## config.mk

```make
export PLATFORM = sky130hd
export DESIGN_NAME = ecc_serial_loader
export DESIGN_NICKNAME = d
export VERILOG_FILES = /design/src/rtl/ecc_serial_loader.sv
export SDC_FILE = /design/constraint.sdc
export NUM_CORES = 1
export LEC_CHECK = 0
export ABC_CLOCK_PERIOD_IN_PS = 15900
export CAP_MARGIN = 0
export CORE_ASPECT_RATIO = 1.75
export CORE_MARGIN = 5
export CORE_UTILIZATION = 35
export DETAILED_ROUTE_END_ITERATION = 10
export SYNTH_ARGS = -nofsm -noshare
export SYNTH_HDL_FRONTEND = slang
export SYNTH_SLANG_ARGS = --single-unit
export TNS_END_PERCENT = 10
```

## constraint.sdc

```tcl
create_clock -name clk -period 15.9 [get_ports clk]
set_input_delay 1.59 -clock clk [delete_from_list [all_inputs] [get_ports clk]]
set_output_delay 1.59 -clock clk [all_outputs]
set_load 0.02 [all_outputs]
```

## src/rtl/ecc_serial_loader.sv

```systemverilog
// Bit-serial ECC operand loader: mode header plus NCH lanes,
// collected into a double-buffered parallel word with valid/ready.
module ecc_serial_loader #(
  parameter int BIT    = 32,
  parameter int NCH    = 6,
  parameter int DW     = 1,
  parameter int MODE_W = 2
) (
  input  logic                  clk,
  input  logic                  rst,
  input  logic                  i_valid,
  input  logic                  i_mode,
  input  logic [NCH*DW-1:0]     i_data,
  input  logic                  i_ready,
  input  logic                  i_clr_ovr,
  output logic                  o_valid,
  output logic [MODE_W-1:0]     o_mode,
  output logic [NCH*BIT-1:0]    o_data,
  output logic                  o_busy,
  output logic                  o_abort,
  output logic                  o_overrun
);

  localparam int BEATS = BIT / DW;
  localparam int CMAX  = (BEATS > MODE_W) ? BEATS : MODE_W;
  localparam int CW    = $clog2(CMAX + 1);

  typedef enum logic [1:0] {
    IDLE,
    HDR,
    DATA
  } st_t;

  st_t               state, state_nx;
  logic [CW-1:0]     cnt, cnt_nx;
  logic [MODE_W-1:0] mode_sh, mode_nx;
  logic [BIT-1:0]    shift [NCH];
  logic [NCH*BIT-1:0] sh_nx;
  logic              shift_en;
  logic              complete;
  logic              abort_nx;
  logic              load;
  logic              drop;

  // Each lane shifts its newest group in at the LSB end.
  always_comb begin
    sh_nx = '0;
    for (int k = 0; k < NCH; k++) begin
      sh_nx[k*BIT +: BIT] = BIT'({shift[k], i_data[k*DW +: DW]});
    end
  end

  always_comb begin
    state_nx = state;
    cnt_nx   = cnt;
    mode_nx  = mode_sh;
    shift_en = 1'b0;
    complete = 1'b0;
    abort_nx = 1'b0;
    unique case (state)
      IDLE: begin
        if (i_valid) begin
          mode_nx = MODE_W'(i_mode);
          if (MODE_W == 1) begin
            state_nx = DATA;
            cnt_nx   = '0;
          end else begin
            state_nx = HDR;
            cnt_nx   = CW'(1);
          end
        end
      end
      HDR: begin
        if (!i_valid) begin
          state_nx = IDLE;
          cnt_nx   = '0;
          abort_nx = 1'b1;
        end else begin
          mode_nx = MODE_W'({mode_sh, i_mode});
          if (cnt == CW'(MODE_W - 1)) begin
            state_nx = DATA;
            cnt_nx   = '0;
          end else begin
            cnt_nx = cnt + CW'(1);
          end
        end
      end
      DATA: begin
        if (!i_valid) begin
          state_nx = IDLE;
          cnt_nx   = '0;
          abort_nx = 1'b1;
        end else begin
          shift_en = 1'b1;
          if (cnt == CW'(BEATS - 1)) begin
            complete = 1'b1;
            state_nx = IDLE;
            cnt_nx   = '0;
          end else begin
            cnt_nx = cnt + CW'(1);
          end
        end
      end
      default: begin
        state_nx = IDLE;
        cnt_nx   = '0;
      end
    endcase
  end

  // A held word leaving on this edge frees the buffer for the new one.
  assign load   = complete && (!o_valid || i_ready);
  assign drop   = complete && o_valid && !i_ready;
  assign o_busy = (state == HDR) || (state == DATA);

  always_ff @(posedge clk or posedge rst) begin
    if (rst) begin
      state   <= IDLE;
      cnt     <= '0;
      mode_sh <= '0;
    end else begin
      state   <= state_nx;
      cnt     <= cnt_nx;
      mode_sh <= mode_nx;
    end
  end

  always_ff @(posedge clk or posedge rst) begin
    if (rst) begin
      for (int k = 0; k < NCH; k++) begin
        shift[k] <= '0;
      end
    end else if (shift_en) begin
      for (int k = 0; k < NCH; k++) begin
        shift[k] <= sh_nx[k*BIT +: BIT];
      end
    end
  end

  always_ff @(posedge clk or posedge rst) begin
    if (rst) begin
      o_valid   <= 1'b0;
      o_mode    <= '0;
      o_data    <= '0;
      o_abort   <= 1'b0;
      o_overrun <= 1'b0;
    end else begin
      o_abort <= abort_nx;
      if (load) begin
        o_valid <= 1'b1;
        o_mode  <= mode_sh;
        o_data  <= sh_nx;
      end else if (o_valid && i_ready) begin
        o_valid <= 1'b0;
      end
      if (drop) begin
        o_overrun <= 1'b1;
      end else if (i_clr_ovr) begin
        o_overrun <= 1'b0;
      end
    end
  end

endmodule

```

==> metrics.md <==
| Metric | Value |
|---|---|
| Status | complete, no violations |
| Clock Path Buffers | 3 |
| GRT Util Overall | 0.126 |
| Syn_area_per_cell | approximately 18 um2 |
| Syn Inst Count | about 900 |
| Total die area | approximately 49,000 um2 |
| Buffers on Ports | around 210 |
| Crit path largest cell delay | about 0.88 ns |
| Yosys top cell area share | 0.627 |
| Initial Util | 0.354 |
| Reg2reg setup slack | about 12 ns |
| Final Max Tran Viols | 0 |
| Wire per inst | ~18 um |
| Net Switching | ~0.51 mW |
| Count of buffer and inverter cells on the critical path | 3 |
| IO Pins | between 200 and 250 |
| Area contributors post-synth | dfrtp_1 63%, mux2_2 16%, mux2_4 15% |
| Antenna-violating nets left | 0 |
| PwrDens | about 110 nW/um2 |
| Total setup buffers inserted after CTS | 0 |
| Cts repair resizes | 0 |
| Syn nets | 904 |
| # clock sinks | a little under 400 |
| Dpl hpwl | ~20 mm |
| Seq/Total Area, Yosys | 0.627 |
| Antenna Cells | 0 |
| Synthesis Warnings | 0 |
| Comb pwr share | 0.087 |
| Reg-to-reg startpoint | state[0] |
| CTS tree | built |
| Crit-path cells | clkdlybuf4s50_1 -> and2_4 -> and3_4 -> buf_4 -> buf_4 -> mux2_4 |
| DRT iter0 DRCs | between 200 and 300 |
| DR vias | slightly below 8,000 |
| Pleak | roughly 9.2 nW |
| Core area | approximately 44,000 um2 |
| Global route overflow | 0 |
| Minimum clock period | 4.95 ns |
| Final GP Congestion | between 0.7 and 0.8 |
| Via-to-Cell Ratio | roughly 4.6 |
| DIE WIDTH | roughly 170 um |
| Sequential Power Share | 0.498 |
| Critical Path End | o_data[142] |
| Setup WS post-layout | between 10 and 15 ns |
| Initial antenna violation count | 1 |
| Crit path max-delay family | buffers and inverters |
| CP Depth | 6 |
| DRC viols | 0 |
| RSZ-0062 raised after global routing | no |
| Area of the mapped netlist | 15,700 um2 |
| Clock group share of total power | 0.415 |
| Vias in the first global route | roughly 8,700 |
| Final hold viol count | 0 |
| Total iterations of the first detailed-routing run | 4 |
| Setup Crit Path Kind | primary input to flip-flop |
| H-tree depth | 2 |
| CP Launch Type | primary input |
| Hold_buf cts | 0 |
| # fillers | about 3,900 |
| Root Buffer | clkbuf_16 |
| Sw Share | 0.235 |
| Area delta synth->final | 23.0% |
| Setup_tns | 0 ns |
| Tcrit/Tclk final | 0.311 |
| Critical R2R Capture | o_data[142] |
| FF/Latch Area | 9830 um2 |
| Skew final | between 0.015 and 0.02 ns |
| Clock latency reported for the late side of the worst-skew pair | between 0.5 and 0.6 ns |
| Critical-path top delay cell | buf_4 |
| CTS Buf Count | 37 |
| Layout net count | 1,115 |
| Final core utilization | 0.436 |
| Max IR drop VDD | ~0.071 mV |
| Worst-Margin Slew | approximately 1.1 ns |
| Nature of the critical path endpoint | flip-flop |
| Share of post-route cells with drive strength above 1 | 0.406 |
| Unique cell type count in the Yosys netlist | 34 |
| Hold-critical path depth | 1 |
| First-pass GRT wire length | 50.4 mm |
| Final setup viols | 0 |
| Crit-path max FO | 54 |
| Most frequent CP cell | buf_4 |
| Dominant cell type by area after synthesis | dfrtp_1 |
| Cell Rows | ~100 |
| CP Launch Point | i_valid |
| Clock transition at path regs | ~0.06 ns |
| Maximum Capacitance Violations | 0 |
| Reg2reg path depth | 7 |
| Worst Hold Class | flip-flop to flip-flop |
| Power Internal | 1.67 mW |
| Chip height | around 290 um |
| Largest net degree at the start of global routing | ~130 |
| Multi-input gate area | 5310 um2 |
| Relative slew margins | 0.264 |
| Critical Path AT | about 5.4 ns |
| Seq cells post-synth | 393 |
| WP data required | 16.30 ns |
| Final WL | 30.8 mm |
| Dpl ws | ~10 ns |
| Fmax | about 0.20 GHz |
==> synth_stat cells (all sizes together) <==
cell     instances
a21o             1
a221oi           1
a2bb2oi          1
a32o             2
and2             1
and2b            1
and3             1
buf             42
clkbuf           4
dfrtp          393
ha               6
inv              7
mux2           381
nand2           11
nand2b           2
nand3            4
nor2             4
nor2b            3
nor4             1
o2111a           1
o211a            1
o211ai           3
o21ai            7
o21bai           2
o22ai            3
o2bb2ai          1
or3              1
or4b             1
==> power groups by stage <==
stage | registers (mW) | clock network [mW] | logic [mW]
final | 1.09 | 0.907 | 0.191
after global routing | 1.10 | 0.983 | 0.214
after CTS | 1.09 | 0.948 | 0.199
after detailed placement | 1.11 | 0 | 0.199
after global placement | 1.11 | 0 | 0.195
after floorplan | 1.10 | 0 | 0.155
==> layout by cell type, fill, tap and decap left out, drive strengths merged, types with 6 or more instances in the layout <==
cell type	count
clkbuf	50
buf	9
dfrtp	393
mux2	381
o21ai	7
inv	9
ha	6
nand2	11
clkdlybuf4s50	209
==> cells by family after synthesis <==
kind of cell,count (synthesis),share of synthesized area
DFF,393,0.627
buffers and inverters,53,0.0349
AOI/OAI and AO/OA,23,0.0106
muxes,381,0.312
and+or+nand+nor,30,0.0108
adders and majority gates,6,0.00479
==> worst reg2reg max path, delay by kind of cell, from the launching register on <==
kind / cells / cell delay [ns]
adder cells (fa/ha/maj): 1 / 0.26
buffers and inverters: 3 / 1.89
flip-flops: 1 / 0.40
AND/OR/NAND/NOR: 2 / 0.80
multiplexers: 1 / 0.44
==> metal layers <==
layer,global-route usage,share of wire,vias to the layer above
li1,-,-,3534
met1,0.156,0.41,4068
met2,0.217,0.52,164
met3,0.0255,0.046,48
met4,0.0448,0.028,2
met5,0,0.00042,-
==> registers in the layout, summed over array words and instances (netlist names) <==
signal,count
o_abort,1
cnt,6
o_mode,2
o_valid,1
o_overrun,1
sh_nx,186
mode_sh,2
o_data,192
state,2
==> stage by stage <==
stage                     hold WS [ns]  cell area (um2)  std cells  total power, mW
final                            0.506            19300       1691             2.19
after global routing             0.520            19300       1691             2.30
after CTS                        0.508            19300       1691             2.24
after detailed placement         0.493            18100       1630             1.31
after global placement           0.483            18100       1630             1.31
after floorplan                  0.463            15700        886             1.25
==> worst min path at each step <==
stage	from	slack (ns)	to
detailed placement	sh_nx[159]	0.49	o_data[159]
global route	o_data[115]	0.52	o_data[115]
floorplan	mode_sh[1]	0.46	mode_sh[1]
CTS	sh_nx[95]	0.51	o_data[95]
finish	o_data[126]	0.51	o_data[126]
global placement	sh_nx[191]	0.48	o_data[191]
==> layout make-up <==
type | count | share of cell area
sequential | 393 | 0.510
clock inverter | 11 | 0.00759
inverter | 7 | 0.00175
clock buffer | 50 | 0.0569
timing repair buffer | 218 | 0.112
tap | 572 | 0.0371
multi-input combinational | 440 | 0.275
No activity file was read; power rests on OpenSTA's default activity.
